[src/rtl/rr_sample_arbiter_pkg.sv]
// Shared definitions for the round-robin sample arbiter: default sizing,
// the controller state encoding and small width helpers.
package rr_arb_pkg;

    localparam int DEF_NUM_REQ   = 4;
    localparam int DEF_DATA_W    = 10;
    localparam int DEF_MAX_BURST = 4;

    // Controller states. The top keeps the register as plain logic and
    // compares against localparam copies of these values.
    typedef enum logic [0:0] {
        IDLE = 1'b0,
        OWN  = 1'b1
    } state_e;

    // Ceiling log2; clog2(1) = 0.
    function automatic int clog2(input int value);
        int r;
        int v;
        r = 0;
        v = value - 1;
        while (v > 0) begin
            r = r + 1;
            v = v >> 1;
        end
        return r;
    endfunction

    // Width of an index into a vector of 'value' entries, never below 1.
    function automatic int idx_width(input int value);
        return (clog2(value) < 1) ? 1 : clog2(value);
    endfunction

endpackage

[src/rtl/rr_sample_arbiter_if.sv]
// Bundle of requester-side and consumer-side signals around the arbiter.
// master: the surrounding system (producers + downstream consumer).
// slave : the arbiter itself.
interface rr_sample_arbiter_if #(
    parameter int NUM_REQ = rr_arb_pkg::DEF_NUM_REQ,
    parameter int DATA_W  = rr_arb_pkg::DEF_DATA_W,
    parameter int SRC_W   = rr_arb_pkg::idx_width(NUM_REQ)
);

    logic [NUM_REQ-1:0]        req;
    logic [NUM_REQ*DATA_W-1:0] req_data;
    logic [NUM_REQ-1:0]        grant;
    logic [NUM_REQ-1:0]        accept;
    logic                      out_valid;
    logic [DATA_W-1:0]         out_data;
    logic [SRC_W-1:0]          out_src;
    logic                      out_ready;
    logic                      busy;

    modport master (
        output req,
        output req_data,
        output out_ready,
        input  grant,
        input  accept,
        input  out_valid,
        input  out_data,
        input  out_src,
        input  busy
    );

    modport slave (
        input  req,
        input  req_data,
        input  out_ready,
        output grant,
        output accept,
        output out_valid,
        output out_data,
        output out_src,
        output busy
    );

endinterface

[src/rtl/rr_sample_arbiter_pick.sv]
// Combinational round-robin picker. Returns the first set request at or
// above rr_ptr, wrapping modulo NUM_REQ. The request vector is doubled and
// shifted down by rr_ptr so a plain lowest-bit priority encode finds the
// winner's offset from the pointer.
module rr_pick #(
    parameter int NUM_REQ = rr_arb_pkg::DEF_NUM_REQ,
    parameter int SRC_W   = rr_arb_pkg::idx_width(NUM_REQ)
) (
    input  logic [NUM_REQ-1:0] req,
    input  logic [SRC_W-1:0]   rr_ptr,
    output logic               any_req,
    output logic [SRC_W-1:0]   owner
);

    logic [NUM_REQ-1:0] window;
    logic [SRC_W-1:0]   offset;
    logic [SRC_W:0]     sum;

    // Rotate requests so the pointer position sits at bit 0, then encode.
    always_comb begin
        window  = NUM_REQ'({req, req} >> rr_ptr);
        any_req = |req;
        offset  = '0;
        for (int i = NUM_REQ - 1; i >= 0; i--) begin
            if (window[i]) begin
                offset = SRC_W'(i);
            end
        end
        sum = {1'b0, rr_ptr} + {1'b0, offset};
        if (sum >= (SRC_W + 1)'(NUM_REQ)) begin
            owner = SRC_W'(sum - (SRC_W + 1)'(NUM_REQ));
        end else begin
            owner = SRC_W'(sum);
        end
    end

endmodule

[src/rtl/rr_sample_arbiter.sv]
// Round-robin arbiter sharing one registered sample path among NUM_REQ
// producers. One owner at a time moves up to MAX_BURST words through the
// output register, then priority rotates to the next requester.
//
//   state | meaning
//   ------+---------------------------------------------------------------
//   IDLE  | no owner; pick next requester from rr_ptr, grant next cycle
//   OWN   | owner holds grant; words move when output register can take one
//
// Exactly one IDLE cycle separates consecutive grants. Release never
// touches the output register, so a stalled final word waits for the
// consumer while arbitration continues.
module rr_sample_arbiter
    import rr_arb_pkg::*;
#(
    parameter int NUM_REQ   = DEF_NUM_REQ,
    parameter int DATA_W    = DEF_DATA_W,
    parameter int MAX_BURST = DEF_MAX_BURST
) (
    input logic              clock,
    input logic              reset,
    rr_sample_arbiter_if.slave bus
);

    localparam int SRC_W = idx_width(NUM_REQ);
    localparam int CNT_W = clog2(MAX_BURST + 1);

    localparam logic [0:0] ST_IDLE = IDLE;
    localparam logic [0:0] ST_OWN  = OWN;

    logic [0:0]         state;
    logic [SRC_W-1:0]   owner;
    logic [SRC_W-1:0]   rr_ptr;
    logic [NUM_REQ-1:0] grant_q;
    logic [CNT_W-1:0]   burst_cnt;
    logic               out_valid_q;
    logic [DATA_W-1:0]  out_data_q;
    logic [SRC_W-1:0]   out_src_q;

    logic               pick_any;
    logic [SRC_W-1:0]   pick_owner;
    logic               owner_req;
    logic [DATA_W-1:0]  owner_data;
    logic               xfer;
    logic               last_xfer;
    logic               release_own;

    rr_pick #(
        .NUM_REQ (NUM_REQ),
        .SRC_W   (SRC_W)
    ) u_pick (
        .req     (bus.req),
        .rr_ptr  (rr_ptr),
        .any_req (pick_any),
        .owner   (pick_owner)
    );

    // Transfer and release conditions for the current owner. Reset masks
    // the transfer so nothing is reported as taken in a cycle that is
    // about to be discarded.
    always_comb begin
        owner_req   = bus.req[owner];
        owner_data  = bus.req_data[int'(owner) * DATA_W +: DATA_W];
        xfer        = !reset && (state == ST_OWN) && owner_req
                      && (!out_valid_q || bus.out_ready);
        last_xfer   = xfer && (burst_cnt == CNT_W'(MAX_BURST - 1));
        release_own = (state == ST_OWN) && (!owner_req || last_xfer);
    end

    // Arbitration FSM: ownership, grant, burst counting and pointer rotation.
    always_ff @(posedge clock) begin
        if (reset) begin
            state     <= ST_IDLE;
            owner     <= '0;
            rr_ptr    <= '0;
            grant_q   <= '0;
            burst_cnt <= '0;
        end else begin
            case (state)
                ST_IDLE: begin
                    if (pick_any) begin
                        owner     <= pick_owner;
                        grant_q   <= NUM_REQ'(1) << pick_owner;
                        burst_cnt <= '0;
                        state     <= ST_OWN;
                    end
                end
                ST_OWN: begin
                    if (release_own) begin
                        state     <= ST_IDLE;
                        grant_q   <= '0;
                        burst_cnt <= '0;
                        rr_ptr    <= (owner == SRC_W'(NUM_REQ - 1)) ? '0
                                                                    : owner + 1'b1;
                    end else if (xfer) begin
                        burst_cnt <= burst_cnt + 1'b1;
                    end
                end
                default: begin
                    state   <= ST_IDLE;
                    grant_q <= '0;
                end
            endcase
        end
    end

    // Output register: load on transfer, empty when consumed with no refill.
    always_ff @(posedge clock) begin
        if (reset) begin
            out_valid_q <= 1'b0;
            out_data_q  <= '0;
            out_src_q   <= '0;
        end else if (xfer) begin
            out_valid_q <= 1'b1;
            out_data_q  <= owner_data;
            out_src_q   <= owner;
        end else if (out_valid_q && bus.out_ready) begin
            out_valid_q <= 1'b0;
        end
    end

    assign bus.accept    = xfer ? (NUM_REQ'(1) << owner) : '0;
    assign bus.grant     = grant_q;
    assign bus.out_valid = out_valid_q;
    assign bus.out_data  = out_data_q;
    assign bus.out_src   = out_src_q;
    assign bus.busy      = (state == ST_OWN);

endmodule

[src/flat_wrapper.sv]
// flat-port wrapper written by rule: the top's interface ports become plain ports
module rr_sample_arbiter_flat import rr_arb_pkg::*;
#(
    parameter int NUM_REQ   = DEF_NUM_REQ,
    parameter int DATA_W    = DEF_DATA_W,
    parameter int MAX_BURST = DEF_MAX_BURST
)
  (clock, reset, bus_req, bus_req_data, bus_out_ready, bus_grant, bus_accept, bus_out_valid, bus_out_data, bus_out_src, bus_busy);
  rr_sample_arbiter_if #(.NUM_REQ(NUM_REQ), .DATA_W(DATA_W)) bus_i ();
  input logic clock;
  input logic reset;
  input wire logic [$bits(bus_i.req)-1:0] bus_req;
  input wire logic [$bits(bus_i.req_data)-1:0] bus_req_data;
  input wire logic [$bits(bus_i.out_ready)-1:0] bus_out_ready;
  output wire logic [$bits(bus_i.grant)-1:0] bus_grant;
  output wire logic [$bits(bus_i.accept)-1:0] bus_accept;
  output wire logic [$bits(bus_i.out_valid)-1:0] bus_out_valid;
  output wire logic [$bits(bus_i.out_data)-1:0] bus_out_data;
  output wire logic [$bits(bus_i.out_src)-1:0] bus_out_src;
  output wire logic [$bits(bus_i.busy)-1:0] bus_busy;
  assign bus_i.req = bus_req;
  assign bus_i.req_data = bus_req_data;
  assign bus_i.out_ready = bus_out_ready;
  assign bus_grant = bus_i.grant;
  assign bus_accept = bus_i.accept;
  assign bus_out_valid = bus_i.out_valid;
  assign bus_out_data = bus_i.out_data;
  assign bus_out_src = bus_i.out_src;
  assign bus_busy = bus_i.busy;
  rr_sample_arbiter #(.NUM_REQ(NUM_REQ), .DATA_W(DATA_W), .MAX_BURST(MAX_BURST)) u_core (.clock(clock), .reset(reset), .bus(bus_i));
endmodule
[config.mk]
export PLATFORM = sky130hd
export DESIGN_NAME = rr_sample_arbiter_flat
export DESIGN_NICKNAME = d
export VERILOG_FILES = /design/src/rtl/rr_sample_arbiter_pkg.sv /design/src/rtl/rr_sample_arbiter_if.sv /design/src/rtl/rr_sample_arbiter_pick.sv /design/src/rtl/rr_sample_arbiter.sv /design/src/flat_wrapper.sv
export SDC_FILE = /design/constraint.sdc
export NUM_CORES = 1
export LEC_CHECK = 0
export ABC_CLOCK_PERIOD_IN_PS = 6300
export CAP_MARGIN = 20
export CORE_ASPECT_RATIO = 1.25
export CORE_MARGIN = 3
export CORE_UTILIZATION = 45
export DETAILED_ROUTE_END_ITERATION = 7
export PLACE_DENSITY = 0.95
export REMOVE_ABC_BUFFERS = 1
export SYNTH_ARGS = -nofsm -noshare
export SYNTH_HDL_FRONTEND = slang
export SYNTH_SLANG_ARGS = --single-unit
[constraint.sdc]
create_clock -name clock -period 6.3 [get_ports clock]
set_clock_uncertainty 0.15 [all_clocks]
set_input_delay 0.945 -clock clock [delete_from_list [all_inputs] [get_ports clock]]
set_output_delay 0.945 -clock clock [all_outputs]
set_load 0.005 [all_outputs]
# After elaboration in Yosys (flattened, before gate mapping)
# Cells that the tools add are included.
# totals
register_bits	25
latch_bits	0
mem_bits_rw	0
mem_bits_ro	0
input_bits	47
output_inout_bits	22
word_cells	63
memories	0
# op_classes
addsub	4
mul	1
div_mod_pow	0
magnitude_cmp	2
eq_ne	5
shifts	4
muxes	21
bitwise	1
reduce_logical	17
# op_table
cell	n
variable part select 40 x 32 -> 10 bit	1
2-to-1 mux 2 bit	6
2-to-1 mux 4 bit	3
2-to-1 mux 3 bit	3
case mux 4 bit (2 select lines)	1
AND reduction 2 bit	4
left shift 1 x 2 -> 4 bit, first input constant	2
>> shifter 8 x 2 -> 4 bit	1
logical AND 1 bit	6
case mux 3 bit (2 select lines)	1
multiplier 2 x 3 -> 5 bit, second input constant	1
2-to-1 mux 1 bit	5
OR reduction 4 bit	1
adder 2 x 2 -> 3 bit	1
adder 3 x 1 -> 3 bit, second input constant	1
equality test 3 x 2 -> 1 bit, second input constant	1
greater-or-equal comparator 3 bit, second input constant	1
logical NOT 1 bit	3
< comparator 2 x 3 -> 1 bit, second input constant	1
!= test 3 bit, second input constant	1
adder 2 x 1 -> 2 bit, second input constant	1
binary-select mux 1 bit (select 2 bit)	1
equality test 2 bit, second input constant	1
logical OR 1 bit	2
6 further kinds	6

# Logic depth before layout (Yosys ltp)
# depth
word_depth	11
depth_mapped	8
ltp_nobuf	8

# Hierarchy
# Synthesis repeated with hierarchy kept, for this count alone.
# unflattened
cells_unflattened	168
hier_area_um2	1519.0
# by_module_without_submodules
module	n_inst	cells_each	area_per_inst_um2	seq_area_each_um2
rr_sample_arbiter	1	141	1340.0	500.5
rr_pick	1	27	178.9	0.0

# Worst setup path before layout
# OpenSTA, ideal clock, no wires.
# synth_path
path_type	input -> output
start	in bus_req[2]
end	out bus_accept[0]
t_arrival_ns	2.083
required_ns	5.205
setup_slack_ns	3.122
path_stages	5
n_path_buf	2
cell_sequence	buf_2 > mux4_2 > and3_4 > buf_6 > and2_1
# synth_via
elab_chain_cells	5
# synth_lines
element	line_no	source
start: declaration	flat_wrapper.sv:12	input wire logic [$bits(bus_i.req)-1:0] bus_req;
binary-select mux 1 bit (select 2 bit)	rr_sample_arbiter.sv:62	owner_req = bus.req[owner];
2-to-1 mux 1 bit (implied by the code)	rr_sample_arbiter.sv:62	
logical AND 1 bit	rr_sample_arbiter.sv:64	xfer = !reset && (state == ST_OWN) && owner_req
logical AND 1 bit	rr_sample_arbiter.sv:65	&& (!out_valid_q || bus.out_ready);
2-to-1 mux 4 bit	rr_sample_arbiter.sv:122	assign bus.accept = xfer ? (NUM_REQ'(1) << owner) : '0;
end: declaration	flat_wrapper.sv:16	output wire logic [$bits(bus_i.accept)-1:0] bus_accept;
# Every way passes these cells. The select of a mux whose other input is x is not followed.

# Worst setup path after layout
# layout_path
start	in reset
end	out bus_accept[0]
# layout_via
elab_chain_cells	5
# layout_lines
element	line_no	source
start: declaration	flat_wrapper.sv:11	input logic reset;
logical NOT 1 bit	rr_sample_arbiter.sv:64	
logical AND 1 bit (2 in a row)	rr_sample_arbiter.sv:64	
logical AND 1 bit	rr_sample_arbiter.sv:65	
2-to-1 mux 4 bit	rr_sample_arbiter.sv:122	
# Every way passes these cells.

==> impl_metrics.ini <==
[run_status]
status = complete, no violations

[logic_synthesis]
synth_cell_types = 48
ys_warn_count = 0
netlist_instances = 161
syn_area_um2 = 1540
ys_seq_area_share_pct = 32.6
synth-seq-cells = 25
syn_avg_cell_area_um2 = 9.54

[clocking]
ctsHoldBuffers = 0
cts-root-buf = clkbuf_8
cts_inserted_buffers = 3
clock_latency_ns = 0.27
ctsResizeCount = 0
cts_tree = built
cts_max_level = 1
clockBufferDepth = 2
post_cts_buffers = 0
clkTransAtPathRegs_ns = 0.09
cts.sink_count = 25

[sta]
tightest_slew_ns = 0.695
finalCritPeriodShare_pct = 66.9
drv_slew = 0
fmax_mhz = 237
hold_viol = 0
rsz0062_at_grt = no
period_minus_slack_ns = 4.21
setup-violations-final = 0
worst_slack_ns = 2.09
relSlewSlack_pct = 53.5
hold_ws_ns = 0.321
tns_ns = 0

[global_route]
grt_pass1_wl_um = 6270
antenna_found_initial = 0
track_usage_pct = 18.8
grt_pass1_vias = 1335
grt_max_degree = 25
grt_overflow = 0

[power]
p_comb_share_pct = 34.9
max-vdd-ir-drop_uv = 172
swShare_pct = 29.3
leakagePower_uw = 0.000826
pwr-share-clk_pct = 21.9
power_frac_seq_pct = 43.2
internal_power_uw = 305
powerDensity_nw_per_um2 = 191
power_uw = 431
power.switching_uw = 126

[worst_setup_path]
crit_end = bus_accept[0]
reg2reg_slack_ns = 4.21
start_kind = primary input
r2r_end = u_core.bus.grant[2]$_SDFFE_PP0P_
endpoint_kind = primary output
r2r_cells = 6
critPathKind = primary input to primary output
critPathRequiredTime_ns = 5.20
crit_path_start = reset
r2r_start = u_core.rr_ptr[0]$_SDFFE_PP0P_
cp_max_fo = 21
crit_arrival_ns = 3.12

[drt]
drt_iter0_markers = 31
dr.pass1.iters = 4
wl_per_cell_um = 14.9
drc = 0
vias_per_cell = 5.38
ant_nets = 0
dr_total_vias = 1399
routed_wl_um = 3880

[die]
die_w_um = 58.3
die_area_um2 = 4160
die_y_um = 71.3
start_util_pct = 47.2
io_pins = 69
rows = 23
core_area_um2 = 3250

[layout]
fill_cells = 260
area_delta_synth_final_pct = 46.7
fin_nets = 278
drive_above_1_share_pct = 7.62
diodes = 0

[worst_hold_path]
hold_path.startpoint = u_core.bus.grant[2]$_SDFFE_PP0P_
min_path_type = register to register

[place]
gp_congestion = 0.773
dp_hpwl_um = 3080
dp_slack_ns = 2.10
port_buffers = 68

[run]
maxCapViolCount = 0
## stage by stage
stage | cells | area [um2] | util [%]
CTS | 260 | 2250 | 69.3
finish | 260 | 2250 | 69.3
floorplan | 150 | 1470 | -
detailed placement | 256 | 2210 | 67.9
global placement | 256 | 2210 | 67.9
global route | 260 | 2250 | 69.3
## cell type report
class	instances	area (um2)	area share [%]
multi-input cells	118	947	42.0
repair buffers	69	688	30.5
flip-flops and latches	25	500	22.2
well taps	37	46.3	2.05
clock buffers	3	41.3	1.83
inverters	7	26.3	1.17
clock inverters	1	5.00	0.222
## power groups by stage
| stage | clock network (uW) | registers [uW] | logic (uW) |
|---|---|---|---|
| floorplan | 0 | 195 | 71.3 |
| global placement | 0 | 189 | 147 |
| detailed placement | 0 | 190 | 150 |
| CTS | 96.1 | 186 | 151 |
| global route | 103 | 189 | 163 |
| finish | 94.6 | 186 | 150 |
## per-layer routing
metal | wire length (um) | up-vias | GRT usage (%) | part of all wire [%]
li1 | - | 717 | - | -
met1 | 1670 | 648 | 23.5 | 43
met2 | 2020 | 32 | 33.0 | 52
met3 | 161 | 2 | 2.34 | 4.2
met4 | 31 | 0 | 5.41 | 0.80
met5 | 0 | - | 0 | 0
## cell usage in the layout, fill, tap and decap left out, types with 2 or more instances in the layout
cell	Yosys	final
a21oi_1	3	3
a2bb2oi_1	6	6
and2_1	5	5
clkbuf_8	0	3
clkdlybuf4s50_1	0	68
dfxtp_1	25	25
ha_1	7	7
inv_1	6	6
mux2i_1	20	20
mux4_2	4	4
nand2_1	7	7
nand2b_1	3	3
nand3_1	2	2
nand3b_1	4	4
nor2_1	13	13
nor2b_1	2	2
nor3_1	3	3
o21ai_0	9	9
o2bb2ai_1	2	2
o41ai_1	2	2
## synthesized netlist by cell type (all sizes together)
master | count | area share, %
o211ai | 1 | 0.49
nor3b | 1 | 0.49
nand3b | 4 | 2.0
a211oi | 1 | 0.49
or3 | 1 | 0.41
and3 | 1 | 0.73
or4 | 1 | 0.49
nor2 | 14 | 3.9
o2bb2ai | 2 | 1.1
xor2 | 1 | 0.57
nand3 | 2 | 0.65
a2bb2oi | 6 | 3.4
o41ai | 2 | 1.1
a32oi | 1 | 0.57
o22ai | 1 | 0.41
nor3 | 3 | 0.98
nand2b | 3 | 1.2
inv | 7 | 1.7
a221oi | 1 | 0.98
o21bai | 1 | 0.49
and2b | 1 | 0.49
a21oi | 3 | 0.98
o21ba | 1 | 0.65
nor2b | 2 | 0.81
o32a | 1 | 0.65
clkbuf | 4 | 0.98
and2 | 5 | 2.0
a32o | 1 | 0.65
a31oi | 1 | 0.41
buf | 7 | 3.1
dfxtp | 25 | 33
a21o | 1 | 0.49
o2111ai | 1 | 0.57
o21ai | 10 | 3.5
ha | 7 | 5.7
o221ai | 2 | 1.5
mux2i | 20 | 13
o21a | 1 | 0.49
nand2 | 7 | 1.7
or2 | 1 | 0.41
mux4 | 4 | 5.9
and3b | 1 | 0.57
a22o | 1 | 0.57
## cells by family after synthesis
logic type      after synthesis  synth area share [%]
mux                          24                  18.9
buf+inv                      18                  5.78
flops                        25                  32.6
xor+xnor                      1                 0.570
fa+ha+maj                     7                  5.70
compound gates               39                  19.6
simple gates                 47                  16.9
## state kept, by name, indices dropped and copies added (netlist names)
name                  cells
u_core.bus.out_data      10
u_core.bus.grant          4
u_core.burst_cnt          3
u_core.bus.out_src        2
u_core.owner              2
u_core.rr_ptr             2
u_core.bus.busy           1
u_core.bus.out_valid      1
## how the worst min path moves through the flow
stage          depth (start not counted)                             endpoint  slack (ns)
6_report                               1     u_core.bus.grant[2]$_SDFFE_PP0P_        0.32
5_1_grt                                1     u_core.bus.grant[2]$_SDFFE_PP0P_        0.35
4_1_cts                                1     u_core.bus.grant[2]$_SDFFE_PP0P_        0.33
3_5_place_dp                           1     u_core.bus.grant[3]$_SDFFE_PP0P_        0.30
3_3_place_gp                           2  u_core.bus.out_data[8]$_SDFFE_PP0P_        0.29
2_1_floorplan                          1     u_core.burst_cnt[0]$_SDFFE_PP0P_        0.30
## worst max-delay path: stages
cell and delay, ns:
clkdlybuf4s50_1 0.77, and2b_1 0.44, and3_4 0.31, and2_1 0.16
clkdlybuf4s50_1 0.49
Power figures use the tool's default switching activity.
